**config.mk**
```make
export PLATFORM = sky130hd
export DESIGN_NAME = systolic_array_sequencer
export DESIGN_NICKNAME = d
export VERILOG_FILES = /design/src/rtl/sa_ctrl_pkg.sv /design/src/rtl/sa_slot_timer.sv /design/src/rtl/systolic_array_sequencer.sv
export SDC_FILE = /design/constraint.sdc
export NUM_CORES = 1
export LEC_CHECK = 0
export ABC_AREA = 0
export BUFFER_PORTS_ARGS = -buffer_cell sky130_fd_sc_hd__buf_2
export CORE_MARGIN = 8
export CORE_UTILIZATION = 61
export DETAILED_ROUTE_END_ITERATION = 7
export PLACE_DENSITY = 0.88
export RECOVER_POWER = 50
export SYNTH_ARGS = -nofsm -noshare
export SYNTH_HDL_FRONTEND = slang
export SYNTH_HIERARCHICAL = 1
export SYNTH_SLANG_ARGS = --single-unit
export TNS_END_PERCENT = 100
```
**constraint.sdc**
```tcl
create_clock -name clk -period 5 [get_ports clk]
set_input_delay 1.5 -clock clk [delete_from_list [all_inputs] [get_ports clk]]
set_output_delay 1.5 -clock clk [all_outputs]
set_load 0.05 [all_outputs]
```
**src/rtl/sa_ctrl_pkg.sv**
```systemverilog
// Shared definitions for the systolic array sequencer: state encoding,
// slot-count and width helpers, and the minimum slot length.
package sa_ctrl_pkg;

    typedef enum logic [2:0] {
        ST_IDLE    = 3'd0,
        ST_CLEAR   = 3'd1,
        ST_CLR_GAP = 3'd2,
        ST_RUN     = 3'd3,
        ST_DRAIN   = 3'd4,
        ST_DONE    = 3'd5
    } state_t;

    // A PE controller needs two cycles between pulses to get back to idle.
    localparam int MIN_SLOT = 2;

    function automatic int num_slots(input int n, input int k);
        return k + 2 * n - 2;
    endfunction

    // Bits needed to hold 0..x-1, never less than one.
    function automatic int clog2_min1(input int x);
        int r;
        r = 0;
        while ((1 << r) < x) begin
            r = r + 1;
        end
        return (r < 1) ? 1 : r;
    endfunction

    function automatic bit slot_ok(input int slot);
        return slot >= MIN_SLOT;
    endfunction

endpackage

```
**src/rtl/sa_slot_timer.sv**
```systemverilog
// Nested cycle/slot counters for the RUN phase: the cycle counter spans one
// wavefront slot, the slot counter saturates at the last slot.
module sa_slot_timer
    import sa_ctrl_pkg::*;
#(
    parameter int SLOT = 4,
    parameter int S    = 10,
    localparam int CW  = clog2_min1(SLOT),
    localparam int SW  = clog2_min1(S)
) (
    input  logic          clk,
    input  logic          rst,
    input  logic          clear,
    input  logic          enable,
    output logic          slot_tick,
    output logic          last_slot,
    output logic [SW-1:0] slot_idx
);

    localparam logic [CW-1:0] C_LAST = CW'(SLOT - 1);
    localparam logic [SW-1:0] S_LAST = SW'(S - 1);

    logic [CW-1:0] cyc_r;
    logic [SW-1:0] slot_r;

    // Advance the cycle counter every enabled cycle, the slot counter on wrap.
    always_ff @(posedge clk or negedge rst) begin
        if (!rst) begin
            cyc_r  <= '0;
            slot_r <= '0;
        end else if (clear) begin
            cyc_r  <= '0;
            slot_r <= '0;
        end else if (enable) begin
            if (cyc_r == C_LAST) begin
                cyc_r <= '0;
                if (slot_r != S_LAST) begin
                    slot_r <= slot_r + SW'(1);
                end
            end else begin
                cyc_r <= cyc_r + CW'(1);
            end
        end
    end

    assign slot_tick = (cyc_r == '0);
    assign last_slot = (cyc_r == C_LAST) && (slot_r == S_LAST);
    assign slot_idx  = slot_r;

endmodule

```
**src/rtl/systolic_array_sequencer.sv**
```systemverilog
// Array-level sequencer: one broadcast clear, then K diagonal start
// wavefronts with feeder strobes, a drain period and a done pulse.
module systolic_array_sequencer
    import sa_ctrl_pkg::*;
#(
    parameter int N         = 4,
    parameter int K         = 4,
    parameter int SLOT      = 4,
    parameter int DRAIN_CYC = 8,
    localparam int ND       = 2 * N - 1,
    localparam int FW       = clog2_min1(K)
) (
    input  logic          clk,
    input  logic          rst,
    input  logic          go,
    input  logic          abort,
    output logic          busy,
    output logic          done,
    output logic          pe_clr,
    output logic [ND-1:0] pe_start,
    output logic          feed_en,
    output logic [FW-1:0] feed_idx
);

    localparam int S  = num_slots(N, K);
    localparam int SW = clog2_min1(S);
    localparam int DW = clog2_min1(DRAIN_CYC);
    localparam logic [DW-1:0] D_LAST = DW'(DRAIN_CYC - 1);
    localparam logic [31:0]   K_U    = 32'(K);

    if (!slot_ok(SLOT)) begin : g_slot_check
        $error("SLOT must be at least 2");
    end

    state_t        state_r;
    state_t        state_s;
    logic [DW-1:0] drain_r;
    logic          slot_tick_s;
    logic          last_slot_s;
    logic [SW-1:0] slot_idx_s;
    logic [31:0]   s_ext_s;
    logic          kill_s;
    logic          busy_s;
    logic          done_s;
    logic          clr_s;
    logic          fen_s;
    logic [ND-1:0] start_s;
    logic [FW-1:0] fidx_s;

    sa_slot_timer #(
        .SLOT (SLOT),
        .S    (S)
    ) u_timer (
        .clk       (clk),
        .rst       (rst),
        .clear     (state_r != ST_RUN),
        .enable    (state_r == ST_RUN),
        .slot_tick (slot_tick_s),
        .last_slot (last_slot_s),
        .slot_idx  (slot_idx_s)
    );

    // State register.
    always_ff @(posedge clk or negedge rst) begin
        if (!rst) begin
            state_r <= ST_IDLE;
        end else begin
            state_r <= state_s;
        end
    end

    // Next-state logic; abort overrides everything outside IDLE.
    always_comb begin
        state_s = state_r;
        if (abort) begin
            state_s = ST_IDLE;
        end else begin
            case (state_r)
                ST_IDLE:    state_s = go ? ST_CLEAR : ST_IDLE;
                ST_CLEAR:   state_s = ST_CLR_GAP;
                ST_CLR_GAP: state_s = ST_RUN;
                ST_RUN:     state_s = last_slot_s ? ST_DRAIN : ST_RUN;
                ST_DRAIN:   state_s = (drain_r == D_LAST) ? ST_DONE : ST_DRAIN;
                ST_DONE:    state_s = ST_IDLE;
                default:    state_s = ST_IDLE;
            endcase
        end
    end

    // Drain counter, held at zero outside DRAIN so it restarts on every entry.
    always_ff @(posedge clk or negedge rst) begin
        if (!rst) begin
            drain_r <= '0;
        end else if (state_r != ST_DRAIN) begin
            drain_r <= '0;
        end else if (drain_r != D_LAST) begin
            drain_r <= drain_r + DW'(1);
        end
    end

    // Output decode of the current state; the registers below delay it one
    // cycle, so pulses appear the cycle after the state/counter that causes them.
    always_comb begin
        s_ext_s = 32'(slot_idx_s);
        kill_s  = abort && (state_r != ST_IDLE);
        busy_s  = 1'b0;
        done_s  = 1'b0;
        clr_s   = 1'b0;
        fen_s   = 1'b0;
        start_s = '0;
        fidx_s  = feed_idx;
        if (kill_s) begin
            fidx_s = '0;
        end else begin
            busy_s = (state_r != ST_IDLE);
            done_s = (state_r == ST_DONE);
            clr_s  = (state_r == ST_CLEAR);
            if ((state_r == ST_RUN) && slot_tick_s) begin
                for (int d = 0; d < ND; d++) begin
                    start_s[d] = (s_ext_s >= unsigned'(d)) &&
                                 ((s_ext_s - unsigned'(d)) < K_U);
                end
                if (s_ext_s < K_U) begin
                    fen_s  = 1'b1;
                    fidx_s = slot_idx_s[FW-1:0];
                end else begin
                    fen_s  = 1'b0;
                end
            end else begin
                start_s = '0;
            end
        end
    end

    // Registered outputs.
    always_ff @(posedge clk or negedge rst) begin
        if (!rst) begin
            busy     <= 1'b0;
            done     <= 1'b0;
            pe_clr   <= 1'b0;
            pe_start <= '0;
            feed_en  <= 1'b0;
            feed_idx <= '0;
        end else begin
            busy     <= busy_s;
            done     <= done_s;
            pe_clr   <= clr_s;
            pe_start <= start_s;
            feed_en  <= fen_s;
            feed_idx <= fidx_s;
        end
    end

endmodule

```
* Word level (Yosys, flattened, before mapping)
Index checks and enable logic that the tools add are counted.
Word-level totals: register bits after elaboration 25, input bits 4, output and inout bits 13, word-level logic and storage cells 89
Cells by class: add/sub/neg operators 9, order comparisons 13, equal/unequal tests 12, muxes and demuxes 25, reduce and logical (&&, ||, !) cells 20
Operators with widths (count):
- $lt 32x3->1 const B | 6
- $mux 4 | 4
- $pmux 3 s5 | 1
- $sub 4x3->5 const B | 3
- $mux 7 | 2
- $ge 4x3->1 const B | 3
- $mux 2 | 6
- $mux 3 | 4
- $reduce_bool 2->1 | 6
- $sub 4x2->5 const B | 2
- $eq 3x3->1 const B | 3
- $logic_and 1x1->1 | 9
- $ge 4x2->1 const B | 2
- $mux 1 | 8
- $eq 3x2->1 const B | 2
- $ne 3x3->1 const B | 2
- $sub 4x1->5 const B | 1
- $add 4x1->4 const B | 1
- $eq 4x4->1 const B | 1
- $ge 4x1->1 const B | 1
- $lt 4x3->1 const B | 1
- $ne 4x4->1 const B | 1
- $add 3x1->3 const B | 1
- $eq 3x1->1 const B | 1
- 8 further kinds | 8

* Depth between registers and ports, before layout
depth in word-level cells 5, depth in mapped cells 8, gate-level depth less buffers 8

* Modules after synthesis
The synthesis kept the hierarchy.
By module, submodules not included:
- systolic_array_sequencer | instances 1, cells each 103, area each 1029.7 um^2, seq. area each 450.4 um^2
- sa_slot_timer | instances 1, cells each 36, area each 351.6 um^2, seq. area each 150.1 um^2

* Worst setup path before layout
Ideal clock, no wire load.
kind in2reg, start point input port abort, end point register pe_start[6], library setup time 0.077 ns, arrival time 2.411 ns, data required time 4.923 ns, path slack 2.511 ns, cell stages on the path 4, buffers on the path 1, path through clkbuf_1 -> nand3b_4 -> or4_1 -> a21oi_1
Between the ends: cells in the longest elaborated chain, start to end 2
RTL lines:
- start, declared | RTL line systolic_array_sequencer.sv:16 | input logic abort,
- $logic_and 1x1->1 | RTL line systolic_array_sequencer.sv:105 | kill_s = abort && (state_r != ST_IDLE);
- $mux 7 | RTL line systolic_array_sequencer.sv:112 | if (kill_s) begin
- named net start_s[6] | RTL line systolic_array_sequencer.sv:47 | logic [ND-1:0] start_s;
- end signal, assigned | RTL line systolic_array_sequencer.sv:148 | pe_start <= start_s;
- end, declared | RTL line systolic_array_sequencer.sv:20 | output logic [ND-1:0] pe_start,
The timed path passes the listed nets, and every way through them passes these cells. A chain may end at the register's enable or synchronous reset.

* Worst setup path in the final report
start point register feed_idx[1], end point output port feed_idx[1]
RTL lines:
- start, declared | RTL line systolic_array_sequencer.sv:22 | output logic [FW-1:0] feed_idx
- start signal, assigned | RTL line systolic_array_sequencer.sv:150 | feed_idx <= fidx_s;
No word-level cell between the ends.

==> impl_metrics.tcl <==
set metrics [dict create \
    syn_inst 139 \
    clkPwrFrac 0.264 \
    reg2reg_slack_ps 2770 \
    hold_depth 2 \
    syn_nets 157 \
    p_per_area_mw_per_mm2 265 \
    drt_iter0_markers 31 \
    async_flop_share 1.00 \
    cp_top_family "flip-flops" \
    synth_flop_cell "dfrtp_1" \
    grt_pass1_wl_um 4980 \
    synthDistinctLibCells 37 \
    wl_um 2840 \
    drt-wirelength-per-cell_um 15.8 \
    cts_buffers 3 \
    antenna_left 0 \
    hold_buffers 0 \
    drc 0 \
    path_max_fanout 3 \
    gr-total-overflow 0 \
    nNetsFinal 171 \
    yosys_warnings 6 \
    htreeDepth 1 \
    whs_endpoint "feed_idx[1]" \
    hold_path_class "flop to flop" \
    cts.sinks 24 \
    crit_buf_inv 1 \
    num_rows 17 \
    io_pins 17 \
    fmax_mhz 400 \
    place_inst 176 \
    worst-setup-path-type "flop to primary output" \
    start_kind "flop" \
    dpl-instance-area_mm2 0.00146 \
    cts.clk_slew.worst_paths_ps 140 \
    finClkSkew_ps 6.00 \
    rsz0062_at_grt "false" \
    maxCapViolations 0 \
    finalSetupViolCount 0 \
    fin_ws_ps 2500 \
    intPower_uw 267 \
    dieWidth_um 63.6 \
    post-place-ws_ps 2450 \
    finalHoldViolCount 0 \
    syn_area_per_cell_um2 9.94 \
    synth-seq-cells 24 \
    root_buffer "clkbuf_4" \
    yosysSeqAreaShare 0.435 \
    dr.pass1.iters 4 \
    synth_top_area_share 0.435 \
    instances_no_fill 180 \
    reg2regPathDepth 7 \
    chipHeight_um 63.6 \
    tightest_slew_ps 1220 \
    switchingPower_uw 127 \
    combPwrFrac 0.188 \
    ir_drop_v 0.000194 \
    fin_crit_sh 0.499 \
    hpwlAfterDp_um 2070 \
    critPathArrivalTime_ps 1000 \
    vias 1040 \
    clk_latency_ps 310 \
    min-delay-start "feed_idx[1]" \
    n_antenna_cell 0 \
    grt_pass1_vias 1101 \
    core_mm2 0.00217 \
    finalSetupTns_ps 0 \
    slowest_delay_ps 410 \
    design_area_mm2 0.00149 \
    portBuffers 16 \
    drive_above_1_share 0.145 \
    leakage_nw 0.717 \
    grt.total_usage 0.147 \
    period_minus_slack_ps 2500 \
    endpoint_kind "primary output" \
    cts_buffer_depth 2 \
    cts_tree "built" \
    synth-edff-count 0 \
    grt_max_degree 25 \
    cp.required_ps 3500 \
    cp_slowest_cell "dfrtp_1" \
    outcome "finished, final reports clean" \
    synth_top_area_cell "dfrtp_1" \
    antenna_found_initial 0 \
    cts_setup_buffers 0 \
    crit_chain "buf_2" \
    r2r_end "pe_start[1]" \
    slew_violations 0 \
    syn-cell-area_mm2 0.00138 \
    place.gp.congestion 0.838 \
    fin_total_pwr_uw 394 \
    dieArea_mm2 0.00404 \
    via_per_inst 5.78 \
    r2r-start "u_timer/slot_idx[2]" \
    slew_headroom 0.187 \
    p_seq_frac 0.548 \
    cts_resized 0 \
    swShare 0.322 \
    start_util 0.637 \
    areaGrowthSynthToFinish_pct 7.79 \
    synthTopCellsByArea "dfrtp_1 43%, ha_1 13%, mux2i_1 5.8%, nor2_1 4.1%, a21oi_1 3.6%" \
]
[final cells by class]
class / count / area, um^2
clock buffer: 4 / 36.3
fill: 190 / 681
inverter: 9 / 33.8
multi-input combinational: 99 / 706
sequential: 24 / 601
tap: 28 / 35.0
timing repair buffer: 16 / 77.6
[worst reg2reg max path: cells and delay by family (launching register included)]
kind / cells / cell delay [ps]
compound gates: 2 / 330
fa+ha+maj: 2 / 510
buf+inv: 1 / 230
flops: 1 / 680
simple gates: 2 / 400
[power groups by stage]
stage / clock network (mW) / logic [mW] / registers [mW]
final: 0.104 / 0.0742 / 0.216
after global routing: 0.112 / 0.0803 / 0.216
after CTS: 0.105 / 0.0752 / 0.216
after detailed placement: 0 / 0.0752 / 0.220
after global placement: 0 / 0.0725 / 0.218
after floorplan: 0 / 0.0211 / 0.251
[cell usage after synthesis (2+ instances only)]
cell / n
o21ai_0: 4
xnor2_1: 3
nand2b_1: 2
a21oi_1: 10
dfrtp_1: 24
nand2_1: 9
ha_1: 14
clkbuf_1: 4
nand3_1: 5
or3_1: 2
nor3_1: 6
inv_1: 9
buf_4: 2
mux2i_1: 8
nor2_1: 15
[how the worst max path moves through the flow]
stage                  end  slack [ps]  cells after the start   startpoint
2_1_floorplan  pe_start[6]        2510                      4        abort
3_3_place_gp   pe_start[6]        2490                      4        abort
3_5_place_dp   pe_start[6]        2450                      4        abort
4_1_cts        feed_idx[1]        2500                      1  feed_idx[1]
5_1_grt        feed_idx[1]        2470                      1  feed_idx[1]
6_report       feed_idx[1]        2500                      1  feed_idx[1]
[metal layers]
metal / GRT usage / share of wire / vias up
met3: 0.0283 / 0.042 / 4
met2: 0.252 / 0.51 / 28
met5: 0 / 0 / -
met4: 0.0585 / 0.012 / 0
met1: 0.176 / 0.44 / 504
li1: - / - / 504
[placed cells by master, fill, tap and decap left out, types with 3 or more instances in the layout]
master,Yosys,final
dfrtp_1,24,24
nor2_1,15,15
ha_1,14,14
buf_2,0,14
a21oi_1,10,10
inv_1,9,9
nand2_1,9,9
mux2i_1,8,8
nor3_1,6,6
nand3_1,5,5
o21ai_0,4,4
xnor2_1,3,3
clkbuf_4,0,3
[registers in the layout, summed over array words and instances (netlist names)]
| name | count |
|---|---|
| busy | 1 |
| done | 1 |
| drain_r | 3 |
| feed_idx | 2 |
| pe_clr | 1 |
| pe_start | 7 |
| state_r | 3 |
| u_timer/cyc_r | 2 |
| u_timer/slot_idx | 4 |
[metrics by stage]
stage               hold slack (ps)   util
floorplan                       493      -
global placement                494  0.671
detailed placement              519  0.671
CTS                             549  0.687
global route                    554  0.686
finish                          550  0.686
[cell families (layout without fill, tap and decap cells)]
logic type	after synthesis	after routing	synth area share
compound gates	23	23	0.105
buf+inv	16	29	0.0543
simple gates	50	50	0.196
fa+ha+maj	14	14	0.127
xor+xnor	4	4	0.0254
mux	8	8	0.0580
flops	24	24	0.435
Note: power is estimated with default switching activity, not from simulation.
